## config.mk

```make
export PLATFORM = sky130hd
export DESIGN_NAME = data_mem_responder
export DESIGN_NICKNAME = d
export VERILOG_FILES = /design/src/rtl/data_mem_responder_pkg.sv /design/src/rtl/data_mem_responder_array.sv /design/src/rtl/data_mem_responder.sv
export SDC_FILE = /design/constraint.sdc
export NUM_CORES = 2
export LEC_CHECK = 0
export BUFFER_PORTS_ARGS = -buffer_cell sky130_fd_sc_hd__buf_2
export CAP_MARGIN = 40
export CORE_MARGIN = 8
export CORE_UTILIZATION = 30
export DETAILED_ROUTE_END_ITERATION = 16
export SYNTH_ARGS = -nofsm -noshare
export SYNTH_HDL_FRONTEND = slang
export SYNTH_SLANG_ARGS = --single-unit
```

## constraint.sdc

```tcl
create_clock -name clock_i -period 3.9 [get_ports clock_i]
set_input_delay 0.585 -clock clock_i [delete_from_list [all_inputs] [get_ports clock_i]]
set_output_delay 0.585 -clock clock_i [all_outputs]
set_load 0.05 [all_outputs]
```

## src/rtl/data_mem_responder_pkg.sv

```systemverilog
// -----------------------------------------------------------------------------
// data_mem_responder_pkg
// Shared processor-side constants for the data-memory responder: default
// memory geometry, FSM state encodings and the request-op type.
// No ports (package).
// -----------------------------------------------------------------------------
package data_mem_responder_pkg;

    localparam int unsigned DMEM_ADDR_W = 8;
    localparam int unsigned DMEM_DATA_W = 8;

    // Plain constants rather than an enum so the encodings stay fixed for
    // legacy decode logic that compares against raw values.
    localparam logic [1:0] ST_IDLE = 2'd0;
    localparam logic [1:0] ST_WAIT = 2'd1;
    localparam logic [1:0] ST_DONE = 2'd2;

    typedef enum logic {
        OP_READ  = 1'b0,
        OP_WRITE = 1'b1
    } mem_op_e;

    // A simultaneous read+write request is resolved as a write.
    function automatic mem_op_e decode_op(input logic rd, input logic wr);
        return wr ? OP_WRITE : OP_READ;
    endfunction

endpackage

```

## src/rtl/data_mem_responder_array.sv

```systemverilog
// -----------------------------------------------------------------------------
// mem_array_sync
// Single-port synchronous RAM, 2**ADDR_W x DATA_W, with write enable and a
// registered read port that only updates on a read enable. No reset on the
// storage or the read register so it maps onto block RAM.
// Ports:
//   clk_i    clock, rising edge
//   we_i     write enable (mem[addr_i] <= wdata_i)
//   re_i     read enable  (rdata_o <= mem[addr_i])
//   addr_i   address
//   wdata_i  write data
//   rdata_o  registered read data, holds between reads
// -----------------------------------------------------------------------------
module mem_array_sync
    import data_mem_responder_pkg::*;
#(
    parameter int unsigned ADDR_W = DMEM_ADDR_W,
    parameter int unsigned DATA_W = DMEM_DATA_W
) (
    input  logic              clk_i,
    input  logic              we_i,
    input  logic              re_i,
    input  logic [ADDR_W-1:0] addr_i,
    input  logic [DATA_W-1:0] wdata_i,
    output logic [DATA_W-1:0] rdata_o
);

    logic [DATA_W-1:0] mem_q [0:(1<<ADDR_W)-1];
    logic [DATA_W-1:0] rdata_q;

    always_ff @(posedge clk_i) begin
        if (we_i) begin
            mem_q[addr_i] <= wdata_i;
        end
        if (re_i) begin
            rdata_q <= mem_q[addr_i];
        end
    end

    assign rdata_o = rdata_q;

endmodule

```

## src/rtl/data_mem_responder.sv

```systemverilog
// -----------------------------------------------------------------------------
// data_mem_responder
// Slave end of the memory-stage mem_read/mem_write request. Accepts one
// request at a time, optionally waits WAIT_CYCLES, then accesses the array
// and pulses rdata_valid_o or wr_done_o for one cycle.
//
//   state | meaning
//   IDLE  | no access in flight, ready to accept
//   WAIT  | request captured, counting down to the array access (busy)
//   DONE  | access performed last edge, pulse visible, ready to accept
//
// Ports:
//   clock_i        clock, rising edge
//   reset_i        asynchronous, active-high reset
//   mem_read_i     read request
//   mem_write_i    write request
//   addr_i         request address
//   wdata_i        write data
//   rdata_o        read data, holds until the next read completes
//   rdata_valid_o  one-cycle pulse, rdata_o holds the accepted read's result
//   wr_done_o      one-cycle pulse, write committed to the array
//   busy_o         registered; high means no request is accepted this cycle
//   req_err_o      sticky; read and write requested together at acceptance
// -----------------------------------------------------------------------------
module data_mem_responder
    import data_mem_responder_pkg::*;
#(
    parameter int unsigned ADDR_W      = DMEM_ADDR_W,
    parameter int unsigned DATA_W      = DMEM_DATA_W,
    parameter int unsigned WAIT_CYCLES = 0
) (
    input  logic              clock_i,
    input  logic              reset_i,
    input  logic              mem_read_i,
    input  logic              mem_write_i,
    input  logic [ADDR_W-1:0] addr_i,
    input  logic [DATA_W-1:0] wdata_i,
    output logic [DATA_W-1:0] rdata_o,
    output logic              rdata_valid_o,
    output logic              wr_done_o,
    output logic              busy_o,
    output logic              req_err_o
);

    localparam bit         HAS_WAIT  = (WAIT_CYCLES != 0);
    localparam logic [3:0] WAIT_INIT = HAS_WAIT ? 4'(WAIT_CYCLES - 1) : 4'd0;

    logic [1:0]        state_q, state_d;
    logic [3:0]        cnt_q, cnt_d;
    logic              busy_q, busy_d;
    mem_op_e           op_q, op_d;
    logic [ADDR_W-1:0] addr_q, addr_d;
    logic [DATA_W-1:0] wdata_q, wdata_d;
    logic              rvalid_q, rvalid_d;
    logic              wr_done_q, wr_done_d;
    logic              err_q, err_d;
    logic              rseen_q, rseen_d;

    logic              accept;
    mem_op_e           req_op;
    logic              ram_we, ram_re;
    logic [ADDR_W-1:0] ram_addr;
    logic [DATA_W-1:0] ram_wdata;
    logic [DATA_W-1:0] ram_rdata;

    assign accept = ~busy_q & (mem_read_i | mem_write_i);
    assign req_op = decode_op(mem_read_i, mem_write_i);

    always_comb begin
        state_d   = state_q;
        cnt_d     = cnt_q;
        busy_d    = busy_q;
        op_d      = op_q;
        addr_d    = addr_q;
        wdata_d   = wdata_q;
        err_d     = err_q;
        rseen_d   = rseen_q;
        rvalid_d  = 1'b0;
        wr_done_d = 1'b0;
        ram_we    = 1'b0;
        ram_re    = 1'b0;
        ram_addr  = addr_i;
        ram_wdata = wdata_i;

        case (state_q)
            ST_WAIT: begin
                if (cnt_q == 4'd0) begin
                    // Access with the captured request; inputs are ignored.
                    ram_addr  = addr_q;
                    ram_wdata = wdata_q;
                    ram_we    = (op_q == OP_WRITE);
                    ram_re    = (op_q == OP_READ);
                    wr_done_d = ram_we;
                    rvalid_d  = ram_re;
                    rseen_d   = rseen_q | ram_re;
                    busy_d    = 1'b0;
                    state_d   = ST_DONE;
                end else begin
                    cnt_d = cnt_q - 4'd1;
                end
            end
            default: begin
                // IDLE and DONE accept identically.
                if (accept) begin
                    addr_d  = addr_i;
                    wdata_d = wdata_i;
                    op_d    = req_op;
                    if (mem_read_i & mem_write_i) begin
                        err_d = 1'b1;
                    end
                    if (HAS_WAIT) begin
                        cnt_d   = WAIT_INIT;
                        busy_d  = 1'b1;
                        state_d = ST_WAIT;
                    end else begin
                        // Zero wait: access straight from the request inputs.
                        ram_we    = (req_op == OP_WRITE);
                        ram_re    = (req_op == OP_READ);
                        wr_done_d = ram_we;
                        rvalid_d  = ram_re;
                        rseen_d   = rseen_q | ram_re;
                        state_d   = ST_DONE;
                    end
                end else begin
                    state_d = ST_IDLE;
                end
            end
        endcase
    end

    always_ff @(posedge clock_i or posedge reset_i) begin
        if (reset_i) begin
            state_q   <= ST_IDLE;
            cnt_q     <= 4'd0;
            busy_q    <= 1'b0;
            op_q      <= OP_READ;
            addr_q    <= '0;
            wdata_q   <= '0;
            rvalid_q  <= 1'b0;
            wr_done_q <= 1'b0;
            err_q     <= 1'b0;
            rseen_q   <= 1'b0;
        end else begin
            state_q   <= state_d;
            cnt_q     <= cnt_d;
            busy_q    <= busy_d;
            op_q      <= op_d;
            addr_q    <= addr_d;
            wdata_q   <= wdata_d;
            rvalid_q  <= rvalid_d;
            wr_done_q <= wr_done_d;
            err_q     <= err_d;
            rseen_q   <= rseen_d;
        end
    end

    mem_array_sync #(
        .ADDR_W (ADDR_W),
        .DATA_W (DATA_W)
    ) u_mem (
        .clk_i   (clock_i),
        .we_i    (ram_we),
        .re_i    (ram_re),
        .addr_i  (ram_addr),
        .wdata_i (ram_wdata),
        .rdata_o (ram_rdata)
    );

    // The RAM read register has no reset (block RAM), so rdata is forced to
    // zero until a read has completed since the last reset.
    assign rdata_o       = rseen_q ? ram_rdata : '0;
    assign rdata_valid_o = rvalid_q;
    assign wr_done_o     = wr_done_q;
    assign busy_o        = busy_q;
    assign req_err_o     = err_q;

endmodule
```

==> impl_metrics.json <==
{
  "power_switching_mw": 9.79,
  "slew_headroom_pct": 21.7,
  "die_h_um": 528,
  "synth-seq-cells": 2060,
  "postCtsSetupRepairBufs": 0,
  "ys.warnings.count": 0,
  "io_pins": 32,
  "yosysTopAreaCellShare_pct": 78.4,
  "h-tree-depth": 4,
  "seq_power_share_pct": 53.3,
  "clkPwrFrac_pct": 42.0,
  "cts_made_buffers": 204,
  "synth.most_common_cell": "edfxtp_1",
  "synth_enable_flop_cells": 2056,
  "drt-pass1-iter-count": 5,
  "path_cells": "buf_8 -> buf_12 -> buf_12 -> mux4_2 -> a22oi_1 -> a21oi_1 -> o41ai_1 -> nand4_1",
  "drv_cap": 0,
  "peakVddDrop_uv": 495,
  "start_util_pct": 30.1,
  "powerDensity_nw_per_um2": 494,
  "fin_ws_ns": 0.823,
  "slowest_stage": "o41ai_1",
  "synth_area_um2": 78800,
  "status": "finished clean",
  "cpMostUsedCell": "buf_12",
  "setup_violations": 0,
  "worst_setup_path_end_kind": "register",
  "synth_common_cells": "edfxtp_1 (2056), mux4_2 (512), a22oi_1 (256), nor2_1 (256), clkbuf_1 (130)",
  "max_freq_mhz": 325,
  "grt_antenna_before_repair": 9,
  "hpwl_mm": 123,
  "area_growth_pct": 17.9,
  "avgSynthCellArea_um2": 22.2,
  "core-area_um2": 262000,
  "io_buffers": 30,
  "cts_sinks": 2060,
  "fin_skew_ns": 0.0433,
  "ys_top_cells_by_area": "edfxtp_1 (78%), mux4_2 (15%), a22oi_1 (2.4%)",
  "num_rows": 188,
  "p_sw_share_pct": 21.4,
  "dp.cells": 7317,
  "tightest_slew_ns": 1.17,
  "ys_seq_area_share_pct": 78.5,
  "die_w_um": 528,
  "max-clock-path-buffers": 3,
  "grt_pass1_vias": 39100,
  "p_int_mw": 36.1,
  "final_hold_viol_count": 0,
  "path_class": "primary input to register",
  "fp.dieArea_um2": 279000,
  "slew_violations": 0,
  "grt_pass1_wl_mm": 287,
  "drtIter0Drc": 4594,
  "p_comb_share_pct": 4.8,
  "dp_slack_ns": -0.0441,
  "synthFlopType": "edfxtp_1",
  "drc": 0,
  "post_drt_wl_per_cell_um": 25.9,
  "gp_congestion": 0.789,
  "ys_types": 25,
  "via_count": 38620,
  "cp_max_fo": 28,
  "syn_inst": 3553,
  "drive_gt1_share_pct": 31.2,
  "min_path_type": "primary input to register",
  "rr_worst_depth": 5,
  "grt-ovfl-total": 0,
  "clkTransAtPathRegs_ns": 0.06,
  "grt_max_degree": 139,
  "wirelength_mm": 200,
  "cts_tree": "yes",
  "cp.required_ns": 4.46,
  "track_usage_pct": 13.9,
  "insertion_delay_ns": 0.86,
  "fin_crit_sh_pct": 78.9,
  "final_cells": 7701,
  "rsz0062_at_grt": "false",
  "final_nets": 4031,
  "tns_ns": 0,
  "leakage_nw": 28.6,
  "synth_area_leader_cell": "edfxtp_1",
  "max_stage_delay_ns": 0.81,
  "startpoint_type": "primary input",
  "hold_depth": 1,
  "synth_fp_nets": 3573,
  "fin_crit_ns": 3.08,
  "synth_async_sr_flop_share_pct": 0.194,
  "avgViaCountPerCell": 5.01,
  "postRouteAntennaNets": 0,
  "arrival_ns": 3.64,
  "root_buffer": "clkbuf_16"
}
==> sequential cells by signal, indices dropped and copies added, names as in the netlist <==
| register | cells |
|---|---|
| wr_done_o | 1 |
| req_err_o | 1 |
| u_mem.mem_q | 2048 |
| rseen_q | 1 |
| rdata_valid_o | 1 |
| u_mem.rdata_o | 8 |
==> layout by cell type (no fill, tap or decap), types with 2 or more instances in the layout <==
master / synthesis / final
and2_1: 10 / 9
dfrtp_1: 4 / 4
buf_2: 29 / 21
diode_2: 0 / 3
clkinv_2: 0 / 38
inv_16: 0 / 2
o41ai_2: 15 / 15
nor2_1: 256 / 255
inv_6: 0 / 3
clkdlybuf4s15_2: 0 / 2
clkbuf_16: 0 / 206
clkinv_1: 0 / 51
or2_2: 2 / 2
bufinv_16: 0 / 17
edfxtp_1: 2056 / 2056
a21oi_1: 128 / 128
nand3_2: 0 / 12
clkinvlp_4: 0 / 3
buf_12: 0 / 38
buf_8: 0 / 11
nor2b_1: 9 / 7
nand2b_2: 0 / 2
buf_4: 21 / 408
nand2b_1: 4 / 2
nor2b_4: 0 / 2
nand3_1: 16 / 4
nand4_1: 12 / 12
a22oi_1: 256 / 256
clkbuf_1: 130 / 48
nor3_1: 4 / 4
clkinv_16: 0 / 4
mux4_2: 512 / 512
o41ai_1: 17 / 17
nand2_1: 17 / 17
dlygate4sd3_1: 0 / 2
clkinv_8: 0 / 6
==> cells by family after synthesis <==
logic type / Yosys count / synth area share (%)
other: 1 / 0.00476
flip-flops: 2060 / 78.5
AND/OR/NAND/NOR: 331 / 1.73
buffers and inverters: 232 / 1.38
AO/OA/AOI/OAI: 417 / 3.76
multiplexers: 512 / 14.6
==> critical path, delay by kind of cell <==
family | cells | cell delay (ns)
and+or+nand+nor | 1 | 0.19
buffers and inverters | 3 | 0.88
muxes | 1 | 0.55
AOI/OAI and AO/OA | 3 | 1.35
==> through the flow <==
stage	power, mW	util (%)	instance area (µm²)	hold slack, ns
after floorplan	26.0	-	78800	0.351
after global placement	27.1	32.9	86300	0.438
after detailed placement	27.1	33.0	86300	0.449
after CTS	46.2	35.5	92900	0.0817
after global routing	47.1	35.5	92900	0.105
final	45.8	35.5	92900	0.139
==> worst paths after layout <==
check,from,endpoint,slack [ns]
hold reg to reg,req_err_o,req_err_o,0.46
setup reg to reg,u_mem.mem_q[43][6],u_mem.rdata_o[6],1.13
max in group asynchronous,reset_i,rseen_q,3.58
min in group asynchronous,reset_i,req_err_o,0.17
setup / recovery,addr_i[0],u_mem.rdata_o[6],0.82
hold / removal,mem_write_i,wr_done_o,0.14
==> routing by layer <==
layer / wire [µm] / up-vias / GRT usage, %
li1: - / 16019 / -
met1: 83200 / 20890 / 18.9
met2: 97700 / 1422 / 22.9
met3: 13900 / 281 / 2.75
met4: 4760 / 8 / 3.68
met5: 48 / - / 0
==> power groups by stage <==
stage / clock network, mW / registers, mW / logic [mW]
5_1_grt: 20.3 / 24.4 / 2.31
6_report: 19.2 / 24.4 / 2.18
3_3_place_gp: 0 / 24.9 / 2.17
3_5_place_dp: 0 / 24.9 / 2.21
2_1_floorplan: 0 / 24.9 / 1.11
4_1_cts: 19.5 / 24.4 / 2.21
==> layout make-up <==
class                           count  area (µm²)
Fill cell                       23906      169000
Sequential cell                  2060       61800
Multi-Input combinational cell   1261       16000
Clock buffer                      254        5340
Tap cell                         3515        4400
Timing Repair Buffer              483        4140
Clock inverter                    124        1200
Antenna cell                        3        7.51
Inverter                            1        3.75
==> timing repair <==
action | 4_1_cts | 5_1_grt
resized for setup | 0 | 0
endpoints found under the hold margin | 5 | 0
hold buffers | 2 | 0
Note: power is estimated with default switching activity, not from simulation.
